[config.mk]
export PLATFORM = sky130hd
export DESIGN_NAME = note_sequencer_flat
export DESIGN_NICKNAME = d
export VERILOG_FILES = /design/src/rtl/note_sequencer_pkg.sv /design/src/rtl/note_sequencer_if.sv /design/src/rtl/note_sequencer_ram.sv /design/src/rtl/note_sequencer.sv /design/src/flat_wrapper.sv
export SDC_FILE = /design/constraint.sdc
export NUM_CORES = 1
export LEC_CHECK = 0
export CORE_MARGIN = 2
export CORE_UTILIZATION = 30
export DETAILED_ROUTE_END_ITERATION = 10
export DONT_BUFFER_PORTS = 1
export PLACE_DENSITY = 0.47
export SLEW_MARGIN = 25
export SYNTH_ARGS = -nofsm -noshare
export SYNTH_HDL_FRONTEND = slang
export SYNTH_HIERARCHICAL = 1
export SYNTH_SLANG_ARGS = --single-unit
[constraint.sdc]
create_clock -name clk -period 8.1 [get_ports clk]
set_input_delay 1.62 -clock clk [delete_from_list [all_inputs] [get_ports clk]]
set_output_delay 1.62 -clock clk [all_outputs]
set_load 0.1 [all_outputs]
[src/rtl/note_sequencer_pkg.sv]
// Shared constants for the note sequencer: FSM state encoding, rest note, default sizing.
package note_sequencer_pkg;

  localparam int unsigned DEFAULT_DEPTH    = 64;
  localparam int unsigned DEFAULT_AW       = 6;
  localparam int unsigned DEFAULT_SYM_W    = 5;
  localparam int unsigned DEFAULT_TICK_DIV = 50_000_000;

  // Width of a byte delivered by the UART receiver
  localparam int unsigned RX_W = 8;

  // Symbol value meaning silence on the tone generator
  localparam int unsigned REST_NOTE = 0;

  // FSM state encoding
  localparam int unsigned STATE_W   = 3;
  localparam logic [2:0]  ST_IDLE   = 3'd0;
  localparam logic [2:0]  ST_RECORD = 3'd1;
  localparam logic [2:0]  ST_PLAY   = 3'd2;
  localparam logic [2:0]  ST_PAUSED = 3'd3;
  localparam logic [2:0]  ST_FINISH = 3'd4;

endpackage

[src/rtl/note_sequencer_if.sv]
// Byte-in / note-out bus between the UART receiver, the sequencer and the tone generator.
//   rx_valid, rx_data : received byte strobe and payload (master -> slave)
//   note_out, note_stb, play_idx : current note, update strobe, slot index (slave -> master)
interface note_sequencer_if
  import note_sequencer_pkg::*;
#(
  parameter int unsigned SYM_W = DEFAULT_SYM_W,
  parameter int unsigned AW    = DEFAULT_AW
);
  logic             rx_valid;
  logic [RX_W-1:0]  rx_data;
  logic [SYM_W-1:0] note_out;
  logic             note_stb;
  logic [AW-1:0]    play_idx;

  modport master (output rx_valid, output rx_data,
                  input  note_out, input  note_stb, input play_idx);
  modport slave  (input  rx_valid, input  rx_data,
                  output note_out, output note_stb, output play_idx);
endinterface

[src/rtl/note_sequencer_ram.sv]
// Note storage: DEPTH x SYM_W, one write port, one synchronous read port, no reset.
//   clk          : clock
//   we/waddr/wdata : write strobe, slot, symbol
//   re/raddr     : read strobe, slot
//   rdata        : symbol read, valid the cycle after re
module note_ram #(
  parameter int unsigned DEPTH = 64,
  parameter int unsigned AW    = 6,
  parameter int unsigned SYM_W = 5
) (
  input  logic             clk,
  input  logic             we,
  input  logic [AW-1:0]    waddr,
  input  logic [SYM_W-1:0] wdata,
  input  logic             re,
  input  logic [AW-1:0]    raddr,
  output logic [SYM_W-1:0] rdata
);
  logic [SYM_W-1:0] mem [DEPTH];

  // Storage array and registered read
  always_ff @(posedge clk) begin
    if (we) mem[waddr] <= wdata;
    if (re) rdata <= mem[raddr];
  end
endmodule

[src/rtl/note_sequencer.sv]
// Record/playback engine: stores note symbols strobed in from the UART, replays one per tempo tick.
//   clk, rst  : clock, asynchronous active-low reset
//   bus       : rx byte input, note_out/note_stb/play_idx output (slave modport)
//   rec_en, play_en, loop_en, pause : level controls
//   clear     : pulse, empties the recording while idle
//   rec_len   : notes recorded (0..DEPTH)
//   overflow  : sticky, byte arrived with the recording full
//   done      : pulse, non-looping playback finished
//   busy      : engine not idle
module note_sequencer
  import note_sequencer_pkg::*;
#(
  parameter int unsigned DEPTH    = DEFAULT_DEPTH,
  parameter int unsigned AW       = DEFAULT_AW,
  parameter int unsigned SYM_W    = DEFAULT_SYM_W,
  parameter int unsigned TICK_DIV = DEFAULT_TICK_DIV
) (
  input  logic                clk,
  input  logic                rst,
  note_sequencer_if.slave     bus,
  input  logic                rec_en,
  input  logic                play_en,
  input  logic                loop_en,
  input  logic                pause,
  input  logic                clear,
  output logic [AW:0]         rec_len,
  output logic                overflow,
  output logic                done,
  output logic                busy
);
  localparam int unsigned CW       = $clog2(TICK_DIV);
  localparam logic [CW-1:0] CNT_TOP = CW'(TICK_DIV - 1);
  localparam logic [AW:0]   FULL    = (AW+1)'(DEPTH);
  localparam logic [SYM_W-1:0] REST = SYM_W'(REST_NOTE);

  logic [STATE_W-1:0] state_q, state_d;
  logic [AW:0]        rec_len_q, rec_len_d;
  logic [AW:0]        rd_ptr_q, rd_ptr_d;
  logic [CW-1:0]      cnt_q, cnt_d;
  logic               armed_q, armed_d;
  logic               pend_q, pend_d;
  logic [AW-1:0]      pend_idx_q, pend_idx_d;
  logic [SYM_W-1:0]   note_q, note_d;
  logic               stb_q, stb_d;
  logic [AW-1:0]      idx_q, idx_d;
  logic               ovf_q, ovf_d;
  logic               done_q, done_d;
  logic               busy_q, busy_d;

  logic               ram_we, ram_re;
  logic [AW-1:0]      ram_waddr, ram_raddr;
  logic [SYM_W-1:0]   ram_wdata, ram_rdata;
  logic               tick;

  // Upper byte bits are not part of a note symbol
  logic unused_rx_hi;
  assign unused_rx_hi = ^bus.rx_data[RX_W-1:SYM_W];

  note_ram #(.DEPTH(DEPTH), .AW(AW), .SYM_W(SYM_W)) u_ram (
    .clk   (clk),
    .we    (ram_we),
    .waddr (ram_waddr),
    .wdata (ram_wdata),
    .re    (ram_re),
    .raddr (ram_raddr),
    .rdata (ram_rdata)
  );

  assign tick = (cnt_q == CNT_TOP);

  // Next-state, datapath and output decode
  always_comb begin
    state_d    = state_q;
    rec_len_d  = rec_len_q;
    rd_ptr_d   = rd_ptr_q;
    cnt_d      = cnt_q;
    armed_d    = armed_q;
    pend_d     = 1'b0;
    pend_idx_d = pend_idx_q;
    note_d     = note_q;
    stb_d      = 1'b0;
    idx_d      = idx_q;
    ovf_d      = ovf_q;
    done_d     = 1'b0;
    ram_we     = 1'b0;
    ram_waddr  = rec_len_q[AW-1:0];
    ram_wdata  = bus.rx_data[SYM_W-1:0];
    ram_re     = 1'b0;
    ram_raddr  = rd_ptr_q[AW-1:0];

    // A read issued on the previous tick lands on the outputs now
    if (pend_q) begin
      note_d = ram_rdata;
      idx_d  = pend_idx_q;
      stb_d  = 1'b1;
    end

    case (state_q)
      ST_IDLE: begin
        if (!play_en) armed_d = 1'b1;
        if (clear) begin
          rec_len_d = '0;
          ovf_d     = 1'b0;
        end else if (play_en && armed_q) begin
          state_d  = ST_PLAY;
          rd_ptr_d = '0;
          cnt_d    = CNT_TOP;
        end else if (rec_en) begin
          state_d = ST_RECORD;
        end
      end

      ST_RECORD: begin
        if (bus.rx_valid) begin
          if (rec_len_q < FULL) begin
            ram_we    = 1'b1;
            rec_len_d = rec_len_q + (AW+1)'(1);
          end else begin
            ovf_d = 1'b1;
          end
        end
        if (!rec_en) state_d = ST_IDLE;
      end

      ST_PLAY, ST_PAUSED: begin
        if (!play_en) begin
          state_d = ST_IDLE;
          note_d  = REST;
          stb_d   = 1'b0;
        end else if (pause) begin
          state_d = ST_PAUSED;
        end else begin
          state_d = ST_PLAY;
          if (tick) begin
            cnt_d = '0;
            if (rec_len_q == '0) begin
              state_d = ST_FINISH;
            end else if (rd_ptr_q < rec_len_q) begin
              ram_re     = 1'b1;
              rd_ptr_d   = rd_ptr_q + (AW+1)'(1);
              pend_d     = 1'b1;
              pend_idx_d = rd_ptr_q[AW-1:0];
            end else if (loop_en) begin
              // Wrap without a gap: slot 0 is read on this same tick
              ram_re     = 1'b1;
              ram_raddr  = '0;
              rd_ptr_d   = (AW+1)'(1);
              pend_d     = 1'b1;
              pend_idx_d = '0;
            end else begin
              state_d = ST_FINISH;
            end
          end else begin
            cnt_d = cnt_q + CW'(1);
          end
        end
      end

      ST_FINISH: begin
        done_d  = 1'b1;
        note_d  = REST;
        state_d = ST_IDLE;
        // play_en must be seen low before another playback may start
        armed_d = 1'b0;
      end

      default: state_d = ST_IDLE;
    endcase

    busy_d = (state_d != ST_IDLE);
  end

  // State and output registers
  always_ff @(posedge clk or negedge rst) begin
    if (!rst) begin
      state_q    <= ST_IDLE;
      rec_len_q  <= '0;
      rd_ptr_q   <= '0;
      cnt_q      <= '0;
      armed_q    <= 1'b1;
      pend_q     <= 1'b0;
      pend_idx_q <= '0;
      note_q     <= '0;
      stb_q      <= 1'b0;
      idx_q      <= '0;
      ovf_q      <= 1'b0;
      done_q     <= 1'b0;
      busy_q     <= 1'b0;
    end else begin
      state_q    <= state_d;
      rec_len_q  <= rec_len_d;
      rd_ptr_q   <= rd_ptr_d;
      cnt_q      <= cnt_d;
      armed_q    <= armed_d;
      pend_q     <= pend_d;
      pend_idx_q <= pend_idx_d;
      note_q     <= note_d;
      stb_q      <= stb_d;
      idx_q      <= idx_d;
      ovf_q      <= ovf_d;
      done_q     <= done_d;
      busy_q     <= busy_d;
    end
  end

  assign bus.note_out = note_q;
  assign bus.note_stb = stb_q;
  assign bus.play_idx = idx_q;
  assign rec_len      = rec_len_q;
  assign overflow     = ovf_q;
  assign done         = done_q;
  assign busy         = busy_q;

endmodule

[src/flat_wrapper.sv]
// flat-port wrapper written by rule: the top's interface ports become plain ports
module note_sequencer_flat import note_sequencer_pkg::*;
#(
  parameter int unsigned DEPTH    = DEFAULT_DEPTH,
  parameter int unsigned AW       = DEFAULT_AW,
  parameter int unsigned SYM_W    = DEFAULT_SYM_W,
  parameter int unsigned TICK_DIV = DEFAULT_TICK_DIV
)
  (clk, rst, rec_en, play_en, loop_en, pause, clear, rec_len, overflow, done, busy, bus_rx_valid, bus_rx_data, bus_note_out, bus_note_stb, bus_play_idx);
  note_sequencer_if #(.SYM_W(SYM_W), .AW(AW)) bus_i ();
  input  logic clk;
  input  logic rst;
  input  logic rec_en;
  input  logic play_en;
  input  logic loop_en;
  input  logic pause;
  input  logic clear;
  output logic [AW:0] rec_len;
  output logic overflow;
  output logic done;
  output logic busy;
  input wire logic [$bits(bus_i.rx_valid)-1:0] bus_rx_valid;
  input wire logic [$bits(bus_i.rx_data)-1:0] bus_rx_data;
  output wire logic [$bits(bus_i.note_out)-1:0] bus_note_out;
  output wire logic [$bits(bus_i.note_stb)-1:0] bus_note_stb;
  output wire logic [$bits(bus_i.play_idx)-1:0] bus_play_idx;
  assign bus_i.rx_valid = bus_rx_valid;
  assign bus_i.rx_data = bus_rx_data;
  assign bus_note_out = bus_i.note_out;
  assign bus_note_stb = bus_i.note_stb;
  assign bus_play_idx = bus_i.play_idx;
  note_sequencer #(.DEPTH(DEPTH), .AW(AW), .SYM_W(SYM_W), .TICK_DIV(TICK_DIV)) u_core (.clk(clk), .rst(rst), .bus(bus_i), .rec_en(rec_en), .play_en(play_en), .loop_en(loop_en), .pause(pause), .clear(clear), .rec_len(rec_len), .overflow(overflow), .done(done), .busy(busy));
endmodule
==> summary.md <==
| Metric | Value |
|---|---|
| Synth top area share | 0.585 |
| Fraction of the cycle the final worst path needs | 0.707 |
| Number of enable-type register cells in the synthesized netlist | between 300 and 400 |
| Starting Density | 0.303 |
| Pin count of the biggest net entering global routing | 67 |
| Wire length per cell | between 20 and 25 um |
| Count of cells resized by post-cts repair | 0 |
| Crit path launch | u_core/rec_len[6] |
| Floorplan die height | around 240 um |
| Total number of vias | about 9300 |
| Hold depth | 2 |
| Proportion of synthesized area in mux cells | 0.122 |
| Count of synthesis-stage warnings from yosys | 6 |
| Net count of the mapped netlist | approximately 1100 |
| Start of the worst register-to-register path | u_core/rec_len[6] |
| Area growth from synthesis to layout | 12.9% |
| Largest family of logic cells by synthesized area | multiplexers |
| Highest achievable clock rate | 175 MHz |
| Number of flip-flops and latches in the synthesized netlist | 391 |
| HPWL reported at the end of detailed placement | ~26 mm |
| Max Clock Skew | 0.0172 ns |
| Total power density per cell area | about 280 nW/um^2 |
| Register-to-Register Path Depth | 14 |
| IR Drop Worst-Case VDD | 0.000145 V |
| Number of hold violations in the final report | 0 |
| Leading cell types in the layout, fill and taps excluded | edfxtp_1, nor2_1, dfrtp_1, mux4_2, clkbuf_16 |
| Register area share after synthesis | 0.684 |
| Floorplan core area | ~55000 um^2 |
| Initial drt markers | 795 |
| Number of antenna violations at the first check in global routing | 0 |
| Number of sinks on the clock net | 391 |
| WS Path Type | flop to flop |
| Quantity of I/O buffers inserted on ports | 0 |
| Simple-gate share of the synthesized area | 0.0925 |
| Summed negative setup slack over all endpoints | 0 ns |
| Number of buffers on the longest clock path | 3 |
| Largest area contributor in the netlist | edfxtp_1 |
| Placer Congestion | just under 0.8 |
| Startpoint of the tightest hold check path | u_core/u_ram/rdata[4] |
| Synthesized-area fraction occupied by ao, oa, aoi and oai cells | 0.0648 |
| Total CTS buffers | between 40 and 50 |
| Tightest Pin Transition | roughly 1.1 ns |
| Status | completed |
| GRT Overall Usage | 0.143 |
| Max_cap viols | 0 |
| Relative slew slack | 0.293 |
| Final setup violation count | 0 |
| Xor and xnor area share after synthesis | 0.00210 |
| M3 GR Usage | 0.0325 |
| Number of unique standard cell types used by synthesis | 74 |
| Initial DRT Pass Iterations | 5 |
| Diodes inserted | 0 |
| Post-DRT Antenna Nets | 0 |
| Cell types occupying the most area after synthesis | edfxtp_1, dfrtp_1, mux4_2, nor2_1, mux4_1 |
| Proportion of synthesized flip-flops having asynchronous set or reset | 0.169 |
| Via count of the first global-routing pass | roughly 9600 |
| Synthesized netlist cell count | ~1000 |
| CTS tree | done |
| Worst skew pair latency | 0.57 ns |
| Met1 layer usage reported by global route | 0.192 |
| CTS clk-pin slew, worst paths | 0.06 ns |
| Nets@finish | ~1100 |
| Post-synthesis adder-cell area fraction | 0.00750 |
| Overall die area | approximately 58000 um^2 |
| Number of vias per cell after detailed routing | just over 5 |
| Clock root buffer | clkbuf_16 |
| Number of hold buffers added after CTS | 0 |
| Max Fanout on Critical Path | 44 |
| Most utilized layer in the global route result | met2 |
| Post CTS Setup Buffer Count | 0 |
| Unrepaired setup endpoints after global routing | false |
| Overflow left after global routing | 0 |
| Die W | about 240 um |
| Post-layout min period | between 5 and 6 ns |
| Placed instance area | around 17000 um^2 |
| Count of boundary I/O pins | 38 |
| Cell area after synthesis | 16700 um^2 |
| Met2 usage in global routing | 0.233 |
| Leading cell type in the layout, fill and taps excluded | edfxtp_1 |
| Standby leakage power | about 5.9 nW |
| Main flop type after synthesis | edfxtp_1 |
| Total detailed-routing wirelength | 40.4 mm |
| Layout Cell Area excl Fill | ~19000 um^2 |
| Std cell rows | 86 |
| Fraction of final layout cells sized beyond drive strength 1 | 0.170 |
| Slack of the worst reg-to-reg path | 2.38 ns |
| Arrival time of the worst setup path | roughly 6.0 ns |
| Number of pins with negative max-slew slack in the final report | 0 |
| Clock H-tree levels | 2 |
| Critical Path Start Type | flop |
| Crit end category | flop |
| Hold crit path type | flop to flop |
| Endpoint of the worst-slack reg-to-reg timing path | u_core/u_ram/rdata[4] |
| Drt drc | 0 |
| Global-route wire length before repair | about 61 mm |
| Average footprint of a synthesized cell | around 16 um^2 |
| Required time at the endpoint of the critical path | 8.39 ns |
| Filler cell count | between 5000 and 6000 |
| Hold Path End | u_core/bus.note_out[4] |
-- cell families after synthesis --
group,count (synthesis)
DFF,391
and+or+nand+nor,301
AOI/OAI and AO/OA,156
muxes,103
buffers and inverters,82
adders and majority gates,10
xor gates and xnor gates,4
-- worst max-delay path: stages (launching register included) --
cell	delay (ns)
dfrtp_1	1.04
inv_1	0.24
ha_1	0.37
nand4_1	0.10
nor2_1	0.06
a211oi_2	0.17
buf_4	0.29
nor4_4	0.13
nor2b_4	0.75
buf_4	0.67
mux4_2	0.43
nor2b_1	0.15
a211oi_1	0.59
nor3_1	0.10
a22o_1	0.30
-- per-stage QoR --
stage	power (W)	setup WS (ns)	std cells	utilization	hold WS [ns]
after CTS	0.00527	2.32	1833	0.342	0.499
after global routing	0.00544	2.04	1834	0.342	0.521
after detailed placement	0.00333	2.33	1756	0.316	0.485
after global placement	0.00332	2.32	1756	0.316	0.479
after floorplan	0.00312	4.06	1047	-	0.466
final	0.00522	2.38	1834	0.342	0.497
-- power by group --
group / switching, W / total (W) / internal, W
Combinational: 0.000559 / 0.000870 / 0.000311
Sequential: 0.000171 / 0.00242 / 0.00225
Clock: 0.000799 / 0.00192 / 0.00112
-- sequential cells by signal, indices dropped and copies added (netlist names) --
signal	flops
u_core/pend_idx_q	6
u_core/cnt_q	26
u_core/rec_len	7
u_core/bus.note_out	5
u_core/u_ram/mem	320
u_core/bus.play_idx	6
u_core/busy	1
u_core/overflow	1
u_core/state_q	3
u_core/rd_ptr_q	7
u_core/u_ram/rdata	5
u_core/done	1
u_core/pend_q	1
u_core/bus.note_stb	1
u_core/armed_q	1
-- synth_stat cells (4+ instances only) --
cell type,instances
nor4_1,7
mux4_1,11
nor2_1,113
buf_2,13
o221ai_1,8
buf_4,6
nand4_1,14
mux2_2,10
nor2b_1,21
inv_1,23
and3_1,4
clkbuf_1,27
nand3_1,34
ha_1,10
nor4bb_1,4
nand2b_1,10
nand3b_1,6
and2_1,4
o22ai_1,15
a22o_1,5
a311oi_1,5
mux4_2,65
xnor2_1,4
mux2i_1,16
a22oi_1,5
a21oi_1,36
o21ai_0,11
edfxtp_1,325
buf_6,6
a41oi_1,8
a211oi_1,12
a31oi_1,18
nor3_1,18
nand2_1,35
and4_1,4
dfrtp_1,65
or2_2,8
-- per-layer routing --
metal / part of all wire / vias up / wire length, um
met5: 0 / - / 0
met4: 0.022 / 0 / 872
met3: 0.058 / 54 / 2360
met2: 0.48 / 236 / 19200
met1: 0.44 / 4801 / 18000
li1: - / 4184 / -
-- final cells by class --
type	count	area [um^2]	share of cell area
clock buffer	50	1120	0.0596
timing repair buffer	21	170	0.00903
tap	748	936	0.0497
sequential	391	11400	0.606
inverter	23	86.3	0.00458
clock inverter	27	256	0.0136
multi-input combinational	574	4860	0.258
-- worst max path at each step --
stage	endpoint	slack (ns)
2_1_floorplan	u_core/u_ram/rdata[1]	4.06
3_3_place_gp	u_core/u_ram/rdata[4]	2.32
3_5_place_dp	u_core/u_ram/rdata[4]	2.33
4_1_cts	u_core/u_ram/rdata[4]	2.32
5_1_grt	u_core/u_ram/rdata[4]	2.04
6_report	u_core/u_ram/rdata[4]	2.38
No activity file was read; power rests on OpenSTA's default activity.
